==> src/rtl/tapped_shift_register_pkg.sv <==
// -----------------------------------------------------------------------------
// shift_register_pkg
// Shared definitions for the tapped shift register:
//   DEFAULT_DEPTH / DEFAULT_WIDTH : default chain geometry
//   POP_MAX                       : widest valid vector popcount() accepts
//   shift_dir_e                   : shift direction encoding of the dir port
//   popcount()                    : number of set bits, used for fillCount
// -----------------------------------------------------------------------------
package shift_register_pkg;

  localparam int DEFAULT_DEPTH = 4;
  localparam int DEFAULT_WIDTH = 8;

  // popcount() works on a fixed-width vector; chains up to this depth are
  // supported by zero-extending the valid bits into it.
  localparam int POP_MAX = 64;

  typedef enum logic {
    SHIFT_FWD = 1'b0,  // toward stage DEPTH-1
    SHIFT_REV = 1'b1   // toward stage 0
  } shift_dir_e;

  function automatic int unsigned popcount(input logic [POP_MAX-1:0] v);
    int unsigned n;
    n = 0;
    for (int i = 0; i < POP_MAX; i++) begin
      n += {31'd0, v[i]};
    end
    return n;
  endfunction

endpackage

==> src/rtl/tapped_shift_register_if.sv <==
// -----------------------------------------------------------------------------
// tapped_shift_register_if
// Bundles the control, data and status signals of tapped_shift_register.
// Parameters: DEPTH (stages), WIDTH (bits per word); SEL_W and CNT_W derived.
// Signals:
//   shiftEnable, dir, clear, rotate   control from the producer
//   wordIn, tapSel                    entry word and tap index
//   wordOut, wordValid                end-of-chain word and its valid bit
//   tapOut                            word at stage[tapSel]
//   fillCount, full                   occupancy status
// Modports: master drives the inputs, slave is the shift register itself.
// There is no ready/backpressure: every word presented with shiftEnable=1 is
// accepted on that edge; wordValid marks a live word at the exit, and the
// consumer is expected to take it before the next shift or lose it.
// -----------------------------------------------------------------------------
interface tapped_shift_register_if
  import shift_register_pkg::*;
#(
  parameter int DEPTH = DEFAULT_DEPTH,
  parameter int WIDTH = DEFAULT_WIDTH,
  localparam int SEL_W = (DEPTH > 1) ? $clog2(DEPTH) : 1,
  localparam int CNT_W = $clog2(DEPTH + 1)
);

  logic             shiftEnable;
  logic             dir;
  logic             clear;
  logic             rotate;
  logic [WIDTH-1:0] wordIn;
  logic [SEL_W-1:0] tapSel;
  logic [WIDTH-1:0] wordOut;
  logic             wordValid;
  logic [WIDTH-1:0] tapOut;
  logic [CNT_W-1:0] fillCount;
  logic             full;

  modport master (
    output shiftEnable, dir, clear, rotate, wordIn, tapSel,
    input  wordOut, wordValid, tapOut, fillCount, full
  );

  modport slave (
    input  shiftEnable, dir, clear, rotate, wordIn, tapSel,
    output wordOut, wordValid, tapOut, fillCount, full
  );

endinterface

==> src/rtl/tapped_shift_register_stage.sv <==
// -----------------------------------------------------------------------------
// shift_stage
// One link of the chain: a WIDTH-bit data register plus its valid bit.
// Ports:
//   clk, reset     clock and synchronous active-high reset
//   clear          synchronous flush (same effect as reset)
//   load           capture d_next/v_next this edge
//   d_next, v_next next data and valid
//   d_q, v_q       registered data and valid
// -----------------------------------------------------------------------------
module shift_stage #(
  parameter int WIDTH = 8
) (
  input  logic             clk,
  input  logic             reset,
  input  logic             clear,
  input  logic             load,
  input  logic [WIDTH-1:0] d_next,
  input  logic             v_next,
  output logic [WIDTH-1:0] d_q,
  output logic             v_q
);

  logic [WIDTH:0] reg_q;

  always_ff @(posedge clk) begin
    if (reset) begin
      reg_q <= '0;
    end else if (clear) begin
      reg_q <= '0;
    end else if (load) begin
      reg_q <= {v_next, d_next};
    end
  end

  assign d_q = reg_q[WIDTH-1:0];
  assign v_q = reg_q[WIDTH];

endmodule

==> src/rtl/tapped_shift_register.sv <==
// -----------------------------------------------------------------------------
// tapped_shift_register
// DEPTH-stage, WIDTH-bit word shift register with per-stage valid bits,
// bidirectional shift, synchronous clear, a combinational tap and a
// registered fill counter.
// Ports:
//   clk    system clock, rising edge
//   reset  synchronous active-high reset (highest priority)
//   bus    tapped_shift_register_if.slave (see interface for signal list)
// Priority: reset > clear > shiftEnable > hold.
// Optional feature macro: SHREG_ROTATE_EN. When defined, rotate=1 with
// shiftEnable=1 feeds the exiting word (with its valid bit) back into the
// entry end; when undefined, rotate is ignored.
// -----------------------------------------------------------------------------
module tapped_shift_register
  import shift_register_pkg::*;
#(
  parameter int DEPTH = DEFAULT_DEPTH,
  parameter int WIDTH = DEFAULT_WIDTH
) (
  input logic                    clk,
  input logic                    reset,
  tapped_shift_register_if.slave bus
);

  localparam int SEL_W = (DEPTH > 1) ? $clog2(DEPTH) : 1;
  localparam int CNT_W = $clog2(DEPTH + 1);

  logic [WIDTH-1:0] stage_q [DEPTH];
  logic [WIDTH-1:0] stage_d [DEPTH];
  logic [DEPTH-1:0] valid_q;
  logic [DEPTH-1:0] valid_d;

  logic             rev_sel;
  logic             rotate_act;
  logic [WIDTH-1:0] entry_data;
  logic             entry_valid;
  logic [CNT_W-1:0] count_q;
  logic [WIDTH-1:0] tap_data;

  assign rev_sel = (shift_dir_e'(bus.dir) == SHIFT_REV);

`ifdef SHREG_ROTATE_EN
  assign rotate_act = bus.rotate;
`else
  assign rotate_act = 1'b0;
`endif

  // Word entering the chain. On a rotate it is the word about to fall off
  // the far end, so the chain occupancy cannot change.
  always_comb begin
    entry_data  = bus.wordIn;
    entry_valid = 1'b1;
    if (rotate_act) begin
      if (rev_sel) begin
        entry_data  = stage_q[0];
        entry_valid = valid_q[0];
      end else begin
        entry_data  = stage_q[DEPTH-1];
        entry_valid = valid_q[DEPTH-1];
      end
    end
  end

  genvar i;
  generate
    for (i = 0; i < DEPTH; i++) begin : g_stage
      logic [WIDTH-1:0] fwd_d;
      logic [WIDTH-1:0] rev_d;
      logic             fwd_v;
      logic             rev_v;

      if (i == 0) begin : g_fwd_entry
        assign fwd_d = entry_data;
        assign fwd_v = entry_valid;
      end else begin : g_fwd_link
        assign fwd_d = stage_q[i-1];
        assign fwd_v = valid_q[i-1];
      end

      if (i == DEPTH - 1) begin : g_rev_entry
        assign rev_d = entry_data;
        assign rev_v = entry_valid;
      end else begin : g_rev_link
        assign rev_d = stage_q[i+1];
        assign rev_v = valid_q[i+1];
      end

      assign stage_d[i] = rev_sel ? rev_d : fwd_d;
      assign valid_d[i] = rev_sel ? rev_v : fwd_v;

      shift_stage #(
        .WIDTH (WIDTH)
      ) u_stage (
        .clk    (clk),
        .reset  (reset),
        .clear  (bus.clear),
        .load   (bus.shiftEnable),
        .d_next (stage_d[i]),
        .v_next (valid_d[i]),
        .d_q    (stage_q[i]),
        .v_q    (valid_q[i])
      );
    end
  endgenerate

  // Count is the popcount of the valid bits the stages are about to hold,
  // so it stays exactly in step with the chain without up/down bookkeeping.
  always_ff @(posedge clk) begin
    if (reset) begin
      count_q <= '0;
    end else if (bus.clear) begin
      count_q <= '0;
    end else if (bus.shiftEnable) begin
      count_q <= CNT_W'(popcount(POP_MAX'(valid_d)));
    end
  end

  // Tap mux; indices past the last stage (non power-of-two DEPTH) read zero.
  always_comb begin
    tap_data = '0;
    for (int k = 0; k < DEPTH; k++) begin
      if (bus.tapSel == SEL_W'(k)) begin
        tap_data = stage_q[k];
      end
    end
  end

  assign bus.wordOut   = stage_q[DEPTH-1];
  assign bus.wordValid = valid_q[DEPTH-1];
  assign bus.tapOut    = tap_data;
  assign bus.fillCount = count_q;
  assign bus.full      = (count_q == CNT_W'(DEPTH));

endmodule

==> src/flat_wrapper.sv <==
// flat-port wrapper written by rule: the top's interface ports become plain ports
module tapped_shift_register_flat import shift_register_pkg::*;
#(
  parameter int DEPTH = DEFAULT_DEPTH,
  parameter int WIDTH = DEFAULT_WIDTH
)
  (clk, reset, bus_shiftEnable, bus_dir, bus_clear, bus_rotate, bus_wordIn, bus_tapSel, bus_wordOut, bus_wordValid, bus_tapOut, bus_fillCount, bus_full);
  tapped_shift_register_if #(.DEPTH(DEPTH), .WIDTH(WIDTH)) bus_i ();
  input logic clk;
  input logic reset;
  input wire logic [$bits(bus_i.shiftEnable)-1:0] bus_shiftEnable;
  input wire logic [$bits(bus_i.dir)-1:0] bus_dir;
  input wire logic [$bits(bus_i.clear)-1:0] bus_clear;
  input wire logic [$bits(bus_i.rotate)-1:0] bus_rotate;
  input wire logic [$bits(bus_i.wordIn)-1:0] bus_wordIn;
  input wire logic [$bits(bus_i.tapSel)-1:0] bus_tapSel;
  output wire logic [$bits(bus_i.wordOut)-1:0] bus_wordOut;
  output wire logic [$bits(bus_i.wordValid)-1:0] bus_wordValid;
  output wire logic [$bits(bus_i.tapOut)-1:0] bus_tapOut;
  output wire logic [$bits(bus_i.fillCount)-1:0] bus_fillCount;
  output wire logic [$bits(bus_i.full)-1:0] bus_full;
  assign bus_i.shiftEnable = bus_shiftEnable;
  assign bus_i.dir = bus_dir;
  assign bus_i.clear = bus_clear;
  assign bus_i.rotate = bus_rotate;
  assign bus_i.wordIn = bus_wordIn;
  assign bus_i.tapSel = bus_tapSel;
  assign bus_wordOut = bus_i.wordOut;
  assign bus_wordValid = bus_i.wordValid;
  assign bus_tapOut = bus_i.tapOut;
  assign bus_fillCount = bus_i.fillCount;
  assign bus_full = bus_i.full;
  tapped_shift_register #(.DEPTH(DEPTH), .WIDTH(WIDTH)) u_core (.clk(clk), .reset(reset), .bus(bus_i));
endmodule
==> config.mk <==
export PLATFORM = sky130hd
export DESIGN_NAME = tapped_shift_register_flat
export DESIGN_NICKNAME = d
export VERILOG_FILES = /design/src/rtl/tapped_shift_register_pkg.sv /design/src/rtl/tapped_shift_register_if.sv /design/src/rtl/tapped_shift_register_stage.sv /design/src/rtl/tapped_shift_register.sv /design/src/flat_wrapper.sv
export SDC_FILE = /design/constraint.sdc
export NUM_CORES = 1
export LEC_CHECK = 0
export BUFFER_PORTS_ARGS = -buffer_cell sky130_fd_sc_hd__buf_2
export CAP_MARGIN = 10
export CORE_ASPECT_RATIO = 0.75
export CORE_UTILIZATION = 49
export DETAILED_ROUTE_END_ITERATION = 12
export GPL_TIMING_DRIVEN = 0
export HOLD_SLACK_MARGIN = 0.03
export PLACE_DENSITY = 0.72
export SYNTH_ARGS = -nofsm -noshare
export SYNTH_HDL_FRONTEND = slang
export SYNTH_SLANG_ARGS = --single-unit
==> constraint.sdc <==
create_clock -name clk -period 1.95 [get_ports clk]
set_input_delay 0.39 -clock clk [delete_from_list [all_inputs] [get_ports clk]]
set_output_delay 0.39 -clock clk [all_outputs]
set_load 0.02 [all_outputs]
=== Yosys cells after proc, flatten, opt, wreduce, memory -nomap -nowiden ===
Index checks and enable logic that the tools add are counted.

* Output and inout bits: 21
* Input bits: 16
* Bits in registers: 39
* Word-level logic and storage cells: 26

* Reductions and logical operators: 2
* Multiplexer cells: 12
* Eq/ne operators: 4
* Add/sub/neg operators: 3

{| class="wikitable"
|+ Operators by type and width
! operator !! number
|-
| $mux W8 || 8
|-
| $add A3 B1 Y3 || 2
|-
| $eq A2 B2 Y1 const B || 2
|-
| $mux W1 || 4
|-
| $eq A3 B3 Y1 const B || 1
|-
| $add A1 B1 Y2 || 1
|-
| $eq A2 B1 Y1 const B || 1
|-
| $logic_not A2 Y1 || 1
|-
| $reduce_or A2 Y1 || 1
|}

=== Logic depth before layout (Yosys ltp) ===
Gate-level depths: netlist (run 1).

* Word-level depth: 5
* Mapped depth: 8
* Gate-level depth less buffers: 7

=== Hierarchy ===
Synthesis (run 1) repeated with hierarchy kept, for this count alone.

* Cell total of the unflattened synthesis: 183
* Area total of the unflattened synthesis: 2,117.0 um^2

{| class="wikitable"
|+ By module, submodules not included
! module !! area an instance (um^2) !! cells an instance !! instances !! seq. area each (um^2)
|-
| shift_stage || 329.1 || 30 || 4 || 180.2
|-
| tapped_shift_register || 800.8 || 63 || 1 || 60.1
|}

=== Least setup slack after synthesis (run 1) ===
No wires, ideal clock.

* Path type: input port to flip-flop
* Start point: input bus_dir
* End point: register u_core.count_q[1] (netlist: u_core.bus.fillCount[1])
* Data required time: 1.822 ns
* Stages on the path: 8
* Path slack: -0.056 ns
* Path buffers: 1
* Setup time: 0.128 ns
* Data arrival time: 1.878 ns
* Cell sequence: buf_6 mux2i_1 inv_1 ha_1 fa_1 ha_1 mux2i_1 nor2_1

* Longest elaborated chain between the ends: 4
* Elaborated cells between the ends (all ways): 7
* Those cells by class: 3 x add/sub; 4 x mux

{| class="wikitable"
|+ Ends and longest elaborated chain
! element !! line !! text
|-
| start, declared || flat_wrapper.sv:12 || <nowiki>input wire logic [$bits(bus_i.dir)-1:0] bus_dir;</nowiki>
|-
| $mux W1 || tapped_shift_register.sv:90 || <nowiki>assign valid_d[i] = rev_sel ? rev_v : fwd_v;</nowiki>
|-
| net u_core.g_stage[1].u_stage.v_next || tapped_shift_register_stage.sv:19 || <nowiki>input logic v_next,</nowiki>
|-
| $add A1 B1 Y2 || tapped_shift_register_pkg.sv:27 || <nowiki>n += {31'd0, v[i]};</nowiki>
|-
| $add A3 B1 Y3 (2 in a row) || tapped_shift_register_pkg.sv:27 ||
|-
| end signal, assigned || tapped_shift_register.sv:115 || <nowiki>count_q <= CNT_W'(popcount(POP_MAX'(valid_d)));</nowiki>
|-
| end, declared || tapped_shift_register.sv:38 || <nowiki>logic [CNT_W-1:0] count_q;</nowiki>
|}

The timed path passes the listed nets, and every way through them passes these cells.
A chain may end at the register's enable or synchronous reset.

=== Worst setup path in the final report (run 1) ===
* Start point: input bus_tapSel[0]
* End point: output bus_tapOut[5]

* Longest elaborated chain between the ends: 5
* Elaborated cells between the ends (all ways): 8
* Those cells by class: 3 x eq/ne; 4 x mux; 1 x reduce/logical

{| class="wikitable"
|+ Ends and longest elaborated chain
! element !! line !! text
|-
| start, declared || flat_wrapper.sv:16 || <nowiki>input wire logic [$bits(bus_i.tapSel)-1:0] bus_tapSel;</nowiki>
|-
| $logic_not A2 Y1 || tapped_shift_register.sv:123 || <nowiki>if (bus.tapSel == SEL_W'(k)) begin</nowiki>
|-
| $mux W8 (3 in a row) || tapped_shift_register.sv:123 ||
|-
| $mux W8 * || tapped_shift_register.sv:123 ||
|-
| end, declared || flat_wrapper.sv:19 || <nowiki>output wire logic [$bits(bus_i.tapOut)-1:0] bus_tapOut;</nowiki>
|}

Every way passes the cells marked *; elsewhere a longest branch is shown, timed or not.

==> impl_metrics.csv, run 1 <==
group,metric,value,unit
logic_synthesis,synth_xor_area_frac,0,
worst_setup_path,critical_path_class,"in -> out",
floorplan,initial_core_util,0.5240,
logic_synthesis,syn_inst,189,
power_and_ir_drop,power.leakage,0.9772,nW
logic_synthesis,synth_top_area_share,0.3992,
logic_synthesis,synth_adder_area_share,0.02303,
global_route,grt_pass1_vias,1510,
clocking,hold_buffers,0,
floorplan,rows,19,
route,drt_iter0_markers,99,
worst_setup_path,cp_max_fo,8,
power_and_ir_drop,power.density,714.1,mW/mm^2
clocking,cts_buffers,5,
worst_setup_path,critPathLaunch,"bus_tapSel[0]",
logic_synthesis,synth-seq-area-share,0.3992,
route,drc,0,
min_path,min_path_type,"in -> reg",
final_layout,postLayoutCellArea,0.002263,mm^2
final_layout,area_growth,15.74,%
final_layout,antenna_cells,0,
final_layout,seqCellArea,780.7,um^2
clocking,numClockSinks,39,
floorplan,design.core.area,0.003732,mm^2
worst_setup_path,required,1.56,ns
global_route,antenna_found_initial,0,
placed_design,dp_hpwl,3199,um
logic_synthesis,syn_nets,208,
sta,relSlewSlack,0.6205,
worst_setup_path,cp-start-kind,"input pin",
worst_setup_path,timing.rr.start,"u_core.g_stage[2].u_stage.reg_q[8]$_SDFFE_PP0P_",
logic_synthesis,ys_ff_latch,39,
placed_design,place.port_buffers,31,
route,drt-wirelength-per-cell,17.23,um
route,wl_met3,442,um
sta,hold_violations,0,
global_route,grt_start_max_net_pins,11,
sta,fin_skew,0.004282,ns
sta,rsz0062_at_grt,"no",
logic_synthesis,synth.top_cells.by_area,"dfxtp_1 (40%), mux2i_1 (18%), a211oi_1 (12%)",
floorplan,dieHeight,56.71,um
sta,setup_tns,0,ns
global_route,grt_usage,0.2540,
logic_synthesis,yosysTopAreaCell,"dfxtp_1",
sta,timing.final.crit_share,0.9250,
logic_synthesis,yosys_warnings,0,
final_layout,multiInputGateArea,0.001056,mm^2
sta,max_slew.worst_pin.slew,0.5692,ns
floorplan,die_area,0.004250,mm^2
logic_synthesis,synth-simple-area-share,0.09277,
clocking,clkLatencyLatePin,0.29,ns
worst_setup_path,cp-end-kind,"output pin",
min_path,min-delay-start,"bus_wordIn[2]",
logic_synthesis,ys_types,20,
clocking,cts_tree,"yes",
flow_run,drv_cap,0,
final_layout,fin_nets,246,
final_layout,fillers,344,
logic_synthesis,muxShareOfSynthArea,0.2764,
clocking,htreeDepth,2,
power_and_ir_drop,max-vdd-ir-drop,0.5192,mV
clocking,clk_path_buf_depth,2,
route,avgViaCountPerCell,5.669,
global_route,grt_pass1_wl,7824,um
logic_synthesis,synth_area_per_cell,10.35,um^2
final_layout,final_cell_mix,"nor2_1 (40), dfxtp_1 (39), buf_2 (38), mux2i_1 (35), a211oi_1 (32)",
clocking,path_clk_slew,0.07,ns
final_layout,drive_gt1_frac,0.2655,
worst_setup_path,crit_arrival,1.41,ns
placed_design,gp_congestion,0.7826,
logic_synthesis,synth_compound_gate_area_share,0.1446,
floorplan,num_io_pins,37,
sta,fmax,554.4,MHz
clocking,cts_root_buffer,"clkbuf_8",
logic_synthesis,synth_top_family_by_area,"multiplexers",
route,wl_met1,2298,um
sta,setup_viol,0,
placed_design,place_area,0.002187,mm^2
logic_synthesis,synth_area,0.001956,mm^2
final_layout,final_common_cell,"nor2_1",
final_layout,fin_util,0.6064,
sta,final.min_clock_period,1.804,ns
status,status,"finished, final reports clean",
route,vias,1576,
route,highest_layer,"met4",
route,dr.pass1.iters,4,
global_route,overflow,0,
route,ant_nets,0,
sta,hold_ws,0.4520,ns
sta,final_max_slew_viol_count,0,
route,wl_met2,2036,um
floorplan,die_x,74.95,um
route,routed_wl,4789,um
## registers in the layout (all words and copies together) (netlist names)
register                      count
u_core.g_stage.u_stage.reg_q     36
u_core.bus.fillCount              3
## layout make-up
class | count | share of cell area
buffer | 18 | 0.05417
clock buffer | 6 | 0.03206
inverter | 3 | 0.004975
multi-input combinational | 129 | 0.4666
sequential | 39 | 0.3449
tap | 52 | 0.02875
timing repair buffer | 31 | 0.06855
## cells by family (layout without fill, tap and decap cells)
group	count (synthesis)	after routing
fa+ha+maj	3	3
simple gates	46	46
mux	44	44
buf+inv	21	58
flops	39	39
compound gates	36	36
## metal layers
metal / up-vias / track usage
met1: 746 / 0.3909
met5: - / 0
met2: 63 / 0.3526
li1: 765 / -
met4: 0 / 0.04852
met3: 2 / 0.07002
## Yosys cell counts
master / n
nor2_1: 40
mux4_2: 8
buf_6: 3
a311oi_1: 2
buf_4: 1
a211oi_1: 32
dfxtp_1: 39
nand2b_1: 1
buf_1: 2
or2_1: 1
nand2_1: 3
ha_1: 2
a211oi_2: 2
nor3b_1: 1
inv_1: 3
buf_2: 7
fa_1: 1
mux2i_1: 36
buf_8: 1
clkbuf_1: 4
## final timing paths
kind                                                     endpoint  slack (ns)  depth (start not counted)
setup / recovery                                    bus_tapOut[5]        0.15                          3
hold / removal    u_core.g_stage[0].u_stage.reg_q[2]$_SDFFE_PP0P_        0.45                          3
setup reg to reg             u_core.bus.fillCount[1]$_SDFFE_PP0P_        0.15                          7
hold reg to reg   u_core.g_stage[1].u_stage.reg_q[8]$_SDFFE_PP0P_        0.49                          2
## worst max-delay path, stage by stage
cell and delay [ns]:
buf_2 0.28, mux4_2 0.56, buf_2 0.18
## power breakdown
group	switching, mW	internal [mW]
Combinational	0.152	0.114
Clock	0.257	0.238
Sequential	0.0280	0.826
Total	0.437	1.18
## through the flow
stage | std cells | total power [mW] | worst slack (ns)
floorplan | 189 | 1.060 | 0.02990
global placement | 272 | 1.132 | -0.1144
detailed placement | 272 | 1.136 | -0.1198
CTS | 278 | 1.622 | 0.1274
global route | 278 | 1.694 | 0.04071
finish | 278 | 1.616 | 0.1462
## what timing repair did
action | 4_1_cts | 5_1_grt
gates resized for setup | 0 | 1
endpoints found under the setup margin | 0 | 1
buffers inserted | 0 | 0
Power figures use the tool's default switching activity.
==> inputs of run 2 (changes only) <==
--- a/config.mk
+++ b/config.mk
@@ -8,11 +8,11 @@
 export BUFFER_PORTS_ARGS = -buffer_cell sky130_fd_sc_hd__buf_2
 export CAP_MARGIN = 10
 export CORE_ASPECT_RATIO = 0.75
-export CORE_UTILIZATION = 49
+export CORE_UTILIZATION = 30
 export DETAILED_ROUTE_END_ITERATION = 12
 export GPL_TIMING_DRIVEN = 0
 export HOLD_SLACK_MARGIN = 0.03
-export PLACE_DENSITY = 0.72
+export PLACE_DENSITY = 0.47
 export SYNTH_ARGS = -nofsm -noshare
 export SYNTH_HDL_FRONTEND = slang
 export SYNTH_SLANG_ARGS = --single-unit
==> impl_metrics.csv, run 2 (synthesized netlist as in run 1, its figures left out) <==
group,metric,value,unit
power_and_ir_drop,pwr-share-clk,0.324,
final_layout,instances_no_fill,309,
worst_setup_path,crit_arrival,2.00,ns
clocking,hold_buffers,0,
sta,relSlewSlack,0.5852,
sta,fmax,544.3,MHz
clocking,clkLatencyLatePin,0.29,ns
route,drc,0,
floorplan,rows,25,
floorplan,num_io_pins,37,
final_layout,antenna_cells,0,
worst_setup_path,cp-end-kind,"flip-flop",
sta,setup_viol,0,
power_and_ir_drop,p_comb_frac,0.162,
global_route,grt_pass1_wl,8404,um
final_layout,largest_register_ffs,36,
clocking,clk_path_buf_depth,2,
route,wl_met2,2202,um
global_route,overflow,0,
floorplan,initial_core_util,0.3110,
final_layout,final_cell_mix,"nor2_1 (40), dfxtp_1 (39), buf_2 (38), mux2i_1 (36), a211oi_1 (32)",
floorplan,die_area,0.006849,mm^2
route,vias,1546,
route,dr.pass1.iters,4,
route,wl_met1,2876,um
final_layout,fin_util,0.3666,
flow_run,drv_cap,0,
power_and_ir_drop,swShare,0.2825,
clocking,cts_setup_buffers,0,
clocking,cts_resized,0,
route,drt_iter0_markers,57,
power_and_ir_drop,max-vdd-ir-drop,0.2308,mV
placed_design,gp_congestion,0.7207,
global_route,grt_usage,0.1683,
power_and_ir_drop,power.leakage,0.9846,nW
sta,final_max_slew_viol_count,0,
placed_design,dp_hpwl,3617,um
sta,timing.final.crit_share,0.9422,
final_layout,regMostFlops,"u_core.g_stage.u_stage.reg_q",
worst_setup_path,critical_path_class,"reg -> reg",
global_route,antenna_found_initial,0,
clocking,cts_buffers,5,
worst_setup_path,required,2.11,ns
route,drt-wirelength-per-cell,17.19,um
clocking,path_clk_slew,0.08,ns
power_and_ir_drop,p_switching,469.0,uW
final_layout,final_common_cell,"nor2_1",
clocking,cts_tree,"yes",
clocking,htreeDepth,2,
global_route,grt_pass1_vias,1493,
floorplan,design.core.area,0.006287,mm^2
sta,rsz0062_at_grt,"no",
status,status,"finished, final reports clean",
final_layout,area_growth,17.85,%
power_and_ir_drop,power.density,720.3,mW/mm^2
final_layout,fin_nets,246,
clocking,numClockSinks,39,
global_route,grt_start_max_net_pins,12,
min_path,min-delay-start,"bus_wordIn[4]",
worst_setup_path,timing.rr.start,"u_core.g_stage[2].u_stage.reg_q[8]$_SDFFE_PP0P_",
worst_setup_path,cp_max_fo,3,
placed_design,place.port_buffers,31,
route,avgViaCountPerCell,5.003,
route,routed_wl,5312,um
floorplan,dieHeight,71.92,um
sta,final.min_clock_period,1.837,ns
power_and_ir_drop,p_int,1.191,mW
route,highest_layer,"met4",
sta,setup_tns,0,ns
worst_setup_path,critPathLaunch,"u_core.g_stage[2].u_stage.reg_q[8]$_SDFFE_PP0P_",
power_and_ir_drop,pwr-share-seq,0.514,
sta,hold_ws,0.4509,ns
floorplan,die_x,95.23,um
worst_setup_path,cp-start-kind,"flip-flop",
route,ant_nets,0,
sta,max_slew.worst_pin.slew,0.6222,ns
placed_design,placed_cells,301,
min_path,min_path_type,"in -> reg",
sta,hold_violations,0,
final_layout,drive_gt1_frac,0.2632,
route,wl_met3,192,um
sta,fin_skew,0.002058,ns
clocking,cts_root_buffer,"clkbuf_8",
[run 2: changes by cell type in the layout (fill, tap and decap cells not counted)]
cell	delta
clkbuf_1	+1
clkinv_2	+1
mux2i_1	+1
mux2i_2	-1
[run 2: worst paths after layout]
| kind | to | cells past startpoint | slack [ns] |
|---|---|---|---|
| max | u_core.bus.fillCount[1]$_SDFFE_PP0P_ | 7 | 0.11 |
| min | u_core.g_stage[0].u_stage.reg_q[4]$_SDFFE_PP0P_ | 3 | 0.45 |
| max reg2reg | u_core.bus.fillCount[1]$_SDFFE_PP0P_ | 7 | 0.11 |
| min reg2reg | u_core.g_stage[0].u_stage.reg_q[8]$_SDFFE_PP0P_ | 2 | 0.48 |
[run 2: power groups by stage]
| stage | registers, mW | clock network, mW | logic, mW |
|---|---|---|---|
| detailed placement | 0.872 | 0 | 0.271 |
| finish | 0.853 | 0.537 | 0.270 |
| global placement | 0.872 | 0 | 0.271 |
| global route | 0.859 | 0.591 | 0.295 |
| CTS | 0.853 | 0.551 | 0.273 |
| floorplan | 0.875 | 0 | 0.184 |
[run 2: metrics by stage]
stage                     worst slack [ns]  cell area (um^2)  power (mW)
final                               0.1128              2305       1.660
after CTS                          0.09913              2305       1.677
after floorplan                    0.02990              1967       1.060
after global routing               0.04194              2305       1.744
after detailed placement           -0.1252              2223       1.143
after global placement             -0.1639              2223       1.143
[run 2: final cells by class]
type,instances,area (um^2)
fill,657,3983
multi-input combinational,129,1052
sequential,39,780.7
timing repair buffer,31,155.1
buffer,18,122.6
tap,81,101.3
clock buffer,7,76.32
inverter,3,11.26
clock inverter,1,5.005
[run 2: metal layers]
| metal | vias up | GRT usage |
|---|---|---|
| met5 | - | 0 |
| met4 | 0 | 0.04040 |
| met3 | 5 | 0.03669 |
| met2 | 27 | 0.2397 |
| met1 | 742 | 0.2555 |
| li1 | 772 | - |
[run 2: worst max-delay path, cell delays in order, from the launching register on]
cell,delay [ns]
dfxtp_1,0.33
mux2i_1,0.22
inv_1,0.07
ha_1,0.29
fa_2,0.34
ha_1,0.28
mux2i_1,0.14
nor2_1,0.05
==> inputs of run 3 (changes only) <==
--- a/config.mk
+++ b/config.mk
@@ -13,6 +13,8 @@
 export GPL_TIMING_DRIVEN = 0
 export HOLD_SLACK_MARGIN = 0.03
 export PLACE_DENSITY = 0.47
+export RECOVER_POWER = 50
+export SLEW_MARGIN = 20
 export SYNTH_ARGS = -nofsm -noshare
 export SYNTH_HDL_FRONTEND = slang
 export SYNTH_SLANG_ARGS = --single-unit
==> impl_metrics.csv, run 3 (synthesized netlist as in run 1, its figures left out) <==
group,metric,value,unit
power_and_ir_drop,power.density,721.9,mW/mm^2
power_and_ir_drop,max-vdd-ir-drop,0.2305,mV
route,drt-wirelength-per-cell,17.12,um
clocking,clkLatencyLatePin,0.29,ns
worst_setup_path,critical-path-top-delay-family,"adder cells",
sta,fmax,544.2,MHz
clocking,cts_tree,"yes",
floorplan,dieHeight,71.92,um
final_layout,area_growth,17.08,%
sta,fin_skew,0.003160,ns
min_path,min_path_cells,3,
clocking,htreeDepth,2,
min_path,whs_endpoint,"u_core.g_stage[0].u_stage.reg_q[4]$_SDFFE_PP0P_",
placed_design,place.port_buffers,31,
final_layout,regMostFlops,"u_core.g_stage.u_stage.reg_q",
floorplan,die_area,0.006849,mm^2
power_and_ir_drop,power.leakage,0.9739,nW
floorplan,design.core.area,0.006287,mm^2
clocking,cts_root_buffer,"clkbuf_8",
flow_run,drv_cap,0,
sta,hold_violations,0,
final_layout,final_common_cell,"nor2_1",
worst_setup_path,critPathBufInv,1,
global_route,grt_pass1_wl,8404,um
worst_setup_path,crit_arrival,2.00,ns
final_layout,fin_nets,246,
global_route,grt_usage,0.1683,
worst_setup_path,cp_max_fo,3,
sta,setup_viol,0,
floorplan,die_x,95.23,um
sta,setup_tns,0,ns
clocking,clk_path_buf_depth,2,
final_layout,final_cell_mix,"nor2_1 (40), dfxtp_1 (39), mux2i_1 (36), buf_2 (36), a211oi_1 (33)",
clocking,numClockSinks,39,
placed_design,place_ws,-0.1252,ns
worst_setup_path,rr_endpoint,"u_core.bus.fillCount[1]$_SDFFE_PP0P_",
worst_setup_path,r2r_slack,0.11,ns
route,drt_iter0_markers,56,
floorplan,num_io_pins,37,
global_route,antenna_found_initial,0,
clocking,cts_resized,0,
clocking,hold_buffers,0,
final_layout,fillers,657,
global_route,grt_pass1_vias,1493,
sta,timing.final.crit_share,0.9423,
worst_setup_path,critPathMaxStageDelay,0.34,ns
worst_setup_path,cp-end-kind,"flip-flop",
status,status,"finished, final reports clean",
worst_setup_path,crit_chain,"mux2i_1 > inv_1 > ha_1 > fa_2 > ha_1 > mux2i_1 > nor2_1",
floorplan,rows,25,
min_path,min_path_type,"in -> reg",
placed_design,gp_congestion,0.7207,
placed_design,dp_hpwl,3617,um
clocking,path_clk_slew,0.08,ns
sta,relSlewSlack,0.5851,
global_route,grt_start_max_net_pins,12,
worst_setup_path,critical_path_class,"reg -> reg",
sta,final.min_clock_period,1.838,ns
route,routed_wl,5290,um
final_layout,antenna_cells,0,
final_layout,drive_gt1_frac,0.2456,
route,avgViaCountPerCell,4.997,
sta,hold_ws,0.4514,ns
worst_setup_path,timing.rr.start,"u_core.g_stage[2].u_stage.reg_q[8]$_SDFFE_PP0P_",
final_layout,instances_no_fill,309,
sta,final_max_slew_viol_count,0,
final_layout,largest_register_ffs,36,
route,dr.pass1.iters,4,
placed_design,placed_cells,301,
route,ant_nets,0,
worst_setup_path,required,2.11,ns
route,drc,0,
sta,worst_slack,0.1125,ns
floorplan,initial_core_util,0.3110,
clocking,cts_buffers,5,
power_and_ir_drop,p_total,1.653,mW
min_path,min-delay-start,"bus_wordIn[4]",
clocking,cts_setup_buffers,0,
sta,rsz0062_at_grt,"no",
route,vias,1544,
global_route,overflow,0,
worst_setup_path,cp-start-kind,"flip-flop",
worst_setup_path,reg2reg_depth,7,
sta,max_slew.worst_pin.slew,0.6224,ns
worst_setup_path,cp_slowest_cell,"fa_2",
[run 3: cell types whose count changed in the layout (fill, tap and decap cells not counted)]
cell / delta
or2_0: +1
clkbuf_1: +4
or2_1: -1
buf_2: -2
buf_6: -1
a211oi_2: -1
buf_1: -1
a211oi_1: +1
[run 3: area by class of cell]
type | instances | area (um^2) | area share
timing repair buffer | 31 | 155.1 | 0.06776
multi-input combinational | 129 | 1047 | 0.4574
sequential | 39 | 780.7 | 0.3410
buffer | 18 | 112.6 | 0.04918
tap | 81 | 101.3 | 0.04426
inverter | 3 | 11.26 | 0.004918
clock buffer | 7 | 76.32 | 0.03333
clock inverter | 1 | 5.005 | 0.002186
[run 3: worst max-delay path by stage]
stage,endpoint,cells after the start,startpoint
CTS,bus_tapOut[2],3,bus_tapSel[1]
floorplan,u_core.bus.fillCount[1]$_SDFFE_PP0P_,8,bus_dir
detailed placement,u_core.bus.fillCount[1]$_SDFFE_PP0P_,8,bus_dir
global placement,u_core.bus.fillCount[1]$_SDFFE_PP0P_,8,bus_dir
global route,u_core.bus.fillCount[1]$_SDFFE_PP0P_,7,u_core.g_stage[2].u_stage.reg_q[8]$_SDFFE_PP0P_
finish,u_core.bus.fillCount[1]$_SDFFE_PP0P_,7,u_core.g_stage[2].u_stage.reg_q[8]$_SDFFE_PP0P_
[run 3: power breakdown]
group | internal (mW) | switching (mW)
clock network | 0.251 | 0.283
registers | 0.826 | 0.0276
logic | 0.111 | 0.154
total | 1.19 | 0.464
[run 3: routing by layer]
metal,up-vias,GRT usage,share of wire
met5,-,0,0
met4,0,0.04040,0.0072
met3,5,0.03669,0.040
met2,29,0.2397,0.42
met1,739,0.2555,0.53
li1,771,-,-
[run 3: worst register-to-register path: stages (launching register included)]
cell and delay, ns:
dfxtp_1 0.33, mux2i_1 0.22, inv_1 0.07, ha_1 0.29
fa_2 0.34, ha_1 0.28, mux2i_1 0.14, nor2_1 0.05
[run 3: metrics by stage]
stage	instance area [um^2]	utilization
after global placement	2223	0.3536
after CTS	2305	0.3666
after global routing	2290	0.3642
after detailed placement	2223	0.3536
after floorplan	1967	-
final	2290	0.3642
